[src/rtl/div_unit.sv]
// Iterative radix-2 restoring divider for RV32M DIV/DIVU/REM/REMU in the Execute stage.
// Requests a pipeline stall while iterating and abandons the operation on an E-stage flush.
module div_unit #(
    parameter int DATA_WIDTH = 32,
    parameter int CNT_WIDTH  = 6
) (
    input  logic                  clk,
    input  logic                  rst,
    input  logic                  E_DivStart,
    input  logic [1:0]            E_DivOp,
    input  logic [DATA_WIDTH-1:0] E_SrcA,
    input  logic [DATA_WIDTH-1:0] E_SrcB,
    input  logic                  E_Flush,
    output logic                  E_DivStall,
    output logic                  E_DivDone,
    output logic [DATA_WIDTH-1:0] E_DivResult
);

    localparam logic [DATA_WIDTH-1:0] INT_MIN  = {1'b1, {(DATA_WIDTH-1){1'b0}}};
    localparam logic [DATA_WIDTH-1:0] ALL_ONES = '1;
    localparam logic [CNT_WIDTH-1:0]  LAST_CNT = CNT_WIDTH'(DATA_WIDTH - 1);

    typedef enum logic [1:0] {IDLE, BUSY, DONE} state_t;

    state_t                  state;
    logic [CNT_WIDTH-1:0]    cnt;
    logic [DATA_WIDTH-1:0]   quo;
    logic [DATA_WIDTH-1:0]   rem;
    logic [DATA_WIDTH-1:0]   dvsr;
    logic                    is_rem;
    logic                    quo_neg;
    logic                    rem_neg;
    logic [DATA_WIDTH-1:0]   result;

    // Operand decode for the start cycle
    logic                    op_signed;
    logic                    a_neg;
    logic                    b_neg;
    logic [DATA_WIDTH-1:0]   a_mag;
    logic [DATA_WIDTH-1:0]   b_mag;
    logic                    div_zero;
    logic                    overflow;
    logic [DATA_WIDTH-1:0]   special_res;

    assign op_signed   = ~E_DivOp[0];
    assign a_neg       = op_signed & E_SrcA[DATA_WIDTH-1];
    assign b_neg       = op_signed & E_SrcB[DATA_WIDTH-1];
    assign a_mag       = a_neg ? -E_SrcA : E_SrcA;
    assign b_mag       = b_neg ? -E_SrcB : E_SrcB;
    assign div_zero    = (E_SrcB == '0);
    assign overflow    = op_signed & (E_SrcA == INT_MIN) & (E_SrcB == ALL_ONES);
    assign special_res = div_zero ? (E_DivOp[1] ? E_SrcA : ALL_ONES)
                                  : (E_DivOp[1] ? '0     : INT_MIN);

    // One restoring step. The partial remainder is always below the divisor, so a set
    // top bit after the shift already guarantees the subtraction fits.
    logic [DATA_WIDTH:0]     rem_sh;
    logic [DATA_WIDTH:0]     diff;
    logic                    fits;
    logic [DATA_WIDTH-1:0]   rem_nxt;
    logic [DATA_WIDTH-1:0]   quo_nxt;
    logic [DATA_WIDTH-1:0]   final_res;

    assign rem_sh    = {rem, quo[DATA_WIDTH-1]};
    assign diff      = rem_sh - {1'b0, dvsr};
    assign fits      = rem_sh[DATA_WIDTH] | ~diff[DATA_WIDTH];
    assign rem_nxt   = fits ? diff[DATA_WIDTH-1:0] : rem_sh[DATA_WIDTH-1:0];
    assign quo_nxt   = {quo[DATA_WIDTH-2:0], fits};
    assign final_res = is_rem ? (rem_neg ? -rem_nxt : rem_nxt)
                              : (quo_neg ? -quo_nxt : quo_nxt);

    // NOTE: all state below is updated with non-blocking assignments so every register
    // samples the pre-edge values of the others, regardless of statement order.
    always_ff @(posedge clk) begin
        if (rst) begin
            state   <= IDLE;
            cnt     <= '0;
            quo     <= '0;
            rem     <= '0;
            dvsr    <= '0;
            is_rem  <= 1'b0;
            quo_neg <= 1'b0;
            rem_neg <= 1'b0;
            result  <= '0;
        end else if (E_Flush) begin
            state <= IDLE;
            cnt   <= '0;
        end else begin
            case (state)
                IDLE: begin
                    if (E_DivStart) begin
                        is_rem  <= E_DivOp[1];
                        quo_neg <= a_neg ^ b_neg;
                        rem_neg <= a_neg;
                        dvsr    <= b_mag;
                        quo     <= a_mag;
                        rem     <= '0;
                        cnt     <= '0;
                        if (div_zero || overflow) begin
                            result <= special_res;
                            state  <= DONE;
                        end else begin
                            state  <= BUSY;
                        end
                    end
                end
                BUSY: begin
                    quo <= quo_nxt;
                    rem <= rem_nxt;
                    cnt <= cnt + CNT_WIDTH'(1);
                    if (cnt == LAST_CNT) begin
                        result <= final_res;
                        state  <= DONE;
                    end
                end
                DONE:    state <= IDLE;
                default: state <= IDLE;
            endcase
        end
    end

    assign E_DivDone   = (state == DONE);
    assign E_DivStall  = ((state == IDLE) & E_DivStart & ~E_Flush) | (state == BUSY);
    assign E_DivResult = result;

endmodule

[config.mk]
export PLATFORM = sky130hd
export DESIGN_NAME = div_unit
export DESIGN_NICKNAME = d
export VERILOG_FILES = /design/src/rtl/div_unit.sv
export SDC_FILE = /design/constraint.sdc
export NUM_CORES = 1
export LEC_CHECK = 0
export ABC_AREA = 1
export CAP_MARGIN = 15
export CORE_ASPECT_RATIO = 2
export CORE_UTILIZATION = 54
export DETAILED_ROUTE_END_ITERATION = 12
export PLACE_DENSITY = 0.74
export RECOVER_POWER = 25
export SYNTH_ARGS = -nofsm -noshare
export SYNTH_HDL_FRONTEND = slang
export SYNTH_SLANG_ARGS = --single-unit
export TNS_END_PERCENT = 1
[constraint.sdc]
create_clock -name clk -period 4.05 [get_ports clk]
set_input_delay 0.81 -clock clk [delete_from_list [all_inputs] [get_ports clk]]
set_output_delay 0.81 -clock clk [all_outputs]
set_load 0.005 [all_outputs]
==> results.tsv, run 1 <==
metric	value	unit
r2r_setup_slack	0.24	ns
start_util	55.0	%
cp_slowest_cell	ha_1	
coreArea	22600	um^2
status	complete, but fails checks	
power.leakage	7.02	nW
pwr-share-seq	33.8	%
worst_clock_skew	0.00881	ns
synthesis.nets	2274	
multi_input_comb_area	8210	um^2
path_clk_slew	0.06	ns
cts_tree	done	
slowest_delay	0.40	ns
rsz0062_at_grt	true	
fin_crit_sh	94.2	%
slew_violations	50	
rows	78	
synth.area.top_cells	dfxtp_1, nand2_1, inv_1	
p_comb_share	30.7	%
drc	0	
grt_pass1_vias	14211	
sw_frac_of_total	36.0	%
setup_violations	0	
drt_wl_total	46.5	mm
synth_seq_area_share	22.4	%
htreeDepth	4	
ys_types	51	
antenna_found_initial	0	
ios	104	
ant_nets	0	
r2r-end	E_DivResult[27]$_SDFFE_PP0P_	
portBuffers	103	
clkLatencyLatePin	0.45	ns
p_int	2.83	mW
avgSynthCellArea	5.75	um^2
dpl.hpwl	35.9	mm
vias	14852	
max_slew_margin	-44.2	%
synth_edf_count	0	
holdBufCountCts	0	
crit_type	reg2reg	
max_cap_violations	1	
crit_path_start	dvsr[29]$_SDFFE_PP0P_	
fmax	0.262	GHz
grt_pass1_wl	73.1	mm
clockPowerShare	35.5	%
violations	capacitance limit, slew limit	
synth_top_cell_by_area	dfxtp_1	
worst_pin_slew	2.16	ns
final_cell_mix	nand2_1, inv_1, a21oi_1	
area_growth	18.2	%
cts_made_buffers	17	
cp.arrival	4.10	ns
netlist_area	12400	um^2
p_sw	1.59	mW
post_drt_wl_per_cell	18.0	um
cpMostUsedCell	nand2_1	
cp_top_family	simple AND/OR/NAND/NOR gates	
dieHeight	217	um
worstRegToRegCells	24	
first_pass_iters	5	
final_common_cell	nand2_1	
critPathMaxFanout	24	
seqCellArea	2780	um^2
worst_ep_required_time	4.33	ns
root_buffer	clkbuf_16	
min_period	3.81	ns
hold_viol_final	0	
peakVddDrop	0.308	mV
crit_path_end	E_DivResult[27]$_SDFFE_PP0P_	
ys.flop_type	dfxtp_1	
fin_setup_tns	0	ns
p_per_area	300	nW/um^2
worst_setup_path_start_kind	flip-flop	
fin_util	65.0	%
drive_gt1_share	8.84	%
die_w	109	um
drt_iter0_drc	1199	
crit_path_end_kind	flip-flop	
clockBufferDepth	2	
final_nets	2393	
synth_cells	2165	
cts.sinks	139	
globalplace.congestion	1.01	
synth-seq-cells	139	
async_flop_share	0	%
grt_overflow	0	
worst-path-stages	24	
num-fill-cells	2257	
die_area	23700	um^2
synth_warnings	0	
vias_per_cell	5.77	
yosys.area.top_type_share	22.4	%
cp_cell_sequence	inv_1, ha_1, nand2_1, nor2_1, nand2_1, buf_4, nor2_2, nand2_4, nand2_8, buf_4, buf_4, nand3_1, nand2_1, nand2_1, nor2_1, nand2_1, nor2_4, nand2_1, nand2_1, nand2_1, nand3_1, nand2_1, nand2_1, a21oi_2	
hp-class	reg2reg	
grt_use_total	40.8	%
crit_buf_inv	4	
grt_max_degree	90	
diodes	0	
r2r-start	dvsr[29]$_SDFFE_PP0P_	
==> synthesized netlist by cell type, types with 5 or more instances <==
cell type  number
nand2_2        25
ha_1           38
nand3_1       142
a21oi_2         5
nor2_1        176
nor3_1         36
a21oi_1       214
o221ai_1       16
nand2_1       627
nand4_1        27
nor4_1         13
or2_2           8
o21ai_1         7
a31oi_1        12
dfxtp_1       139
xor2_1         37
inv_1         289
nor2_4          6
o21ai_0       156
clkbuf_1       70
nor2_2         11
buf_2           8
o211ai_1       21
inv_2           6
xnor2_1        16
nand3_2         5
==> flip-flops by register name (all words and copies together), names as in the netlist <==
name         cells
cnt              6
E_DivResult     32
rem             32
dvsr            32
rem_neg          1
quo_neg          1
is_rem           1
state            2
quo             32
==> repair_timing <==
action / CTS / global route
gates resized for setup: 0 / 17
endpoints found under the hold margin: 0 / 0
endpoints found under the setup margin: 0 / 14
buffers inserted: 0 / 1
==> power groups by stage <==
stage | registers (mW) | clock network, mW | logic (mW)
2_1_floorplan | 1.49 | 0 | 0.836
3_3_place_gp | 1.51 | 0 | 1.29
3_5_place_dp | 1.52 | 0 | 1.30
4_1_cts | 1.49 | 1.57 | 1.31
5_1_grt | 1.50 | 1.63 | 1.49
6_report | 1.49 | 1.57 | 1.35
==> cell type report <==
class | instances | area share, %
multi-input combinational | 1641 | 55.8
clock inverter | 10 | 0.808
tap | 280 | 2.38
clock buffer | 21 | 3.13
sequential | 139 | 18.9
timing repair buffer | 186 | 11.3
inverter | 299 | 7.63
==> kinds of logic (layout without fill, tap and decap cells) <==
logic type / count (synthesis) / in the layout / share of synthesized area (%)
compound gates: 452 / 452 / 19.9
xor+xnor: 53 / 53 / 3.73
fa+ha+maj: 39 / 39 / 3.98
buf+inv: 385 / 516 / 12.0
flops: 139 / 139 / 22.4
simple gates: 1097 / 1097 / 38.0
==> tightest hold or removal path: stages, from the launching register on <==
cell     delay (ns)
dfxtp_1        0.31
nand2_1        0.06
a21oi_1        0.05
==> per-stage QoR <==
step / cell area (um^2) / std cells / total power [mW] / worst slack [ns] / hold slack, ns
2_1_floorplan: 12400 / 2165 / 2.33 / 0.303 / 0.445
3_3_place_gp: 14100 / 2544 / 2.80 / 0.0173 / 0.453
3_5_place_dp: 14100 / 2544 / 2.81 / -0.00924 / 0.457
4_1_cts: 14700 / 2575 / 4.37 / 0.124 / 0.467
5_1_grt: 14700 / 2576 / 4.62 / -0.0877 / 0.478
6_report: 14700 / 2576 / 4.41 / 0.235 / 0.462
==> worst min-delay path by stage <==
stage	from	slack, ns	to	cells past startpoint
after floorplan	dvsr[31]$_SDFFE_PP0P_	0.45	dvsr[31]$_SDFFE_PP0P_	2
after global placement	E_DivResult[28]$_SDFFE_PP0P_	0.45	E_DivResult[28]$_SDFFE_PP0P_	2
after detailed placement	dvsr[31]$_SDFFE_PP0P_	0.46	dvsr[31]$_SDFFE_PP0P_	2
after CTS	dvsr[31]$_SDFFE_PP0P_	0.47	dvsr[31]$_SDFFE_PP0P_	2
after global routing	E_DivResult[19]$_SDFFE_PP0P_	0.48	E_DivResult[19]$_SDFFE_PP0P_	2
final	E_DivResult[28]$_SDFFE_PP0P_	0.46	E_DivResult[28]$_SDFFE_PP0P_	2
==> routing by layer <==
layer / vias up / track usage [%] / routed length [um]
li1: 7282 / - / -
met1: 6740 / 39.6 / 15800
met2: 601 / 69.2 / 22800
met3: 229 / 8.54 / 2710
met4: 0 / 39.1 / 5140
met5: - / 0 / 0
Power figures use the tool's default switching activity.
==> run 2, diff against run 1 <==
- SETUP_SLACK_MARGIN: default -> 0.05
==> results.tsv, run 2 (synthesis gave the netlist of run 1 again) <==
metric	value	unit	change
status	complete, but fails checks		
violations	capacitance limit, slew limit		
min_period	3.77	ns	-0.0434 ns
vias_per_cell	5.78		+0.18%
fin_crit_sh	93.1	%	-1.1 points
fin_setup_tns	0	ns	unchanged
total_power	4.42	mW	+0.18%
die_w	109	um	unchanged
dpl.hpwl	35.9	mm	unchanged
grt_use_total	40.8	%	unchanged
holdBufCountCts	0		unchanged
p_sw	1.59	mW	+0.13%
worst_clock_skew	0.00768	ns	-0.00113 ns
p_comb_share	30.9	%	+0.2 points
clkLatencyLatePin	0.44	ns	about the same
ios	104		unchanged
rsz0062_at_grt	true		
stdcell_count	2576		unchanged
ant_nets	0		unchanged
post_drt_wl_per_cell	18.1	um	+0.28%
grt_pass1_vias	14211		unchanged
fin_util	65.4	%	+0.48 points
hold_viol_final	0		unchanged
grt_pass1_wl	73.1	mm	unchanged
final_cell_mix	nand2_1, inv_1, a21oi_1		
portBuffers	103		unchanged
cp.arrival	4.06	ns	-0.04 ns
grt_overflow	0		unchanged
final.setup.worst_slack	0.278	ns	+0.0434 ns
sw_frac_of_total	35.9	%	about the same
pwr-share-seq	33.7	%	about the same
whs	0.462	ns	-0.000474 ns
globalplace.congestion	1.01		unchanged
power.leakage	7.09	nW	+0.92%
drc	0		unchanged
crit_path_end_kind	flip-flop		
crit_buf_inv	3		-1
peakVddDrop	0.305	mV	-0.80%
drt_wl_total	46.6	mm	+0.28%
drive_gt1_share	9.54	%	+0.70 points
start_util	55.0	%	unchanged
grt_max_degree	90		unchanged
first_pass_iters	5		unchanged
cp_cell_sequence	inv_2, ha_1, nand2_1, nor2_2, nand2_1, buf_4, nor2_2, nand2_4, nand2_8, buf_4, nand2_1, o21ai_2, ha_1, nand3_1, nor2_1, nand3_2, nand2_2, nand3_1, nand3_1, nand3_1, nand2_1, a21oi_2		
design_area	14800	um^2	+0.74%
die_area	23700	um^2	unchanged
setup_violations	0		unchanged
clockBufferDepth	2		unchanged
critPathMaxFanout	19		-21%
slew_violations	50		unchanged
worst_ep_required_time	4.33	ns	about the same
vias	14878		+0.18%
clockPowerShare	35.4	%	about the same
p_int	2.83	mW	+0.21%
path_clk_slew	0.06	ns	about the same
root_buffer	clkbuf_16		
cp_slowest_cell	dfxtp_1		
coreArea	22600	um^2	unchanged
placed_area	14100	um^2	unchanged
hp-class	reg2reg		
antenna_found_initial	0		unchanged
rows	78		unchanged
crit_type	reg2reg		
drt_iter0_drc	1170		-2.4%
place_ws	-0.00924	ns	unchanged
cts_made_buffers	17		unchanged
worst_pin_slew	2.13	ns	-0.0366 ns
final_nets	2393		unchanged
cts.sinks	139		unchanged
htreeDepth	4		unchanged
p_per_area	298	nW/um^2	-0.55%
final_common_cell	nand2_1		
slowest_delay	0.33	ns	-0.07 ns
worst_setup_path_start_kind	flip-flop		
dieHeight	217	um	unchanged
diodes	0		unchanged
fmax	0.265	GHz	+1.2%
cts_tree	done		
max_slew_margin	-41.7	%	+2.4 points
place_inst	2544		unchanged
area_growth	19.1	%	
max_cap_violations	1		unchanged
cp_top_family	simple AND/OR/NAND/NOR gates		
[run 2: changes by cell type in the layout (fill, tap and decap cells not counted), sizes merged]
cell,change
clkdlybuf4s50,-19
dlygate4sd3,+19
[run 2: what timing repair did]
action | 4_1_cts | 5_1_grt
resized for setup | 0 | 34
endpoints found under the setup margin | 0 | 19
buffers inserted | 0 | 1
[run 2: worst min-delay path, delay by kind of cell, from the launching register on]
family           cells  cell delay [ns]
flip-flops           1             0.31
AND/OR/NAND/NOR      1             0.06
AO/OA/AOI/OAI        1             0.05
[run 2: worst paths after layout]
check	from	endpoint	slack, ns	depth (start not counted)
max reg2reg	dvsr[24]$_SDFFE_PP0P_	E_DivResult[20]$_SDFFE_PP0P_	0.28	22
min	E_DivResult[28]$_SDFFE_PP0P_	E_DivResult[28]$_SDFFE_PP0P_	0.46	2
min reg2reg	E_DivResult[28]$_SDFFE_PP0P_	E_DivResult[28]$_SDFFE_PP0P_	0.46	2
max	dvsr[24]$_SDFFE_PP0P_	E_DivResult[20]$_SDFFE_PP0P_	0.28	22
[run 2: cell type report]
type,count,area [um^2]
clock buffer,21,460
clock inverter,10,119
fill,2239,7830
inverter,299,1120
multi-input combinational,1641,8320
sequential,139,2780
tap,280,350
timing repair buffer,186,1660
[run 2: power by group through the flow]
| stage | clock network [mW] | registers (mW) | logic (mW) |
|---|---|---|---|
| 5_1_grt | 1.63 | 1.50 | 1.51 |
| 6_report | 1.56 | 1.49 | 1.36 |
| 4_1_cts | 1.57 | 1.49 | 1.31 |
| 2_1_floorplan | 0 | 1.49 | 0.836 |
| 3_3_place_gp | 0 | 1.51 | 1.29 |
| 3_5_place_dp | 0 | 1.52 | 1.30 |
[run 2: routing by layer]
layer	up-vias	global-route usage (%)	share of wire (%)
met5	-	0	0
met4	0	39.1	11
met3	231	8.54	5.8
met2	639	69.2	49
met1	6725	39.6	34
li1	7283	-	-
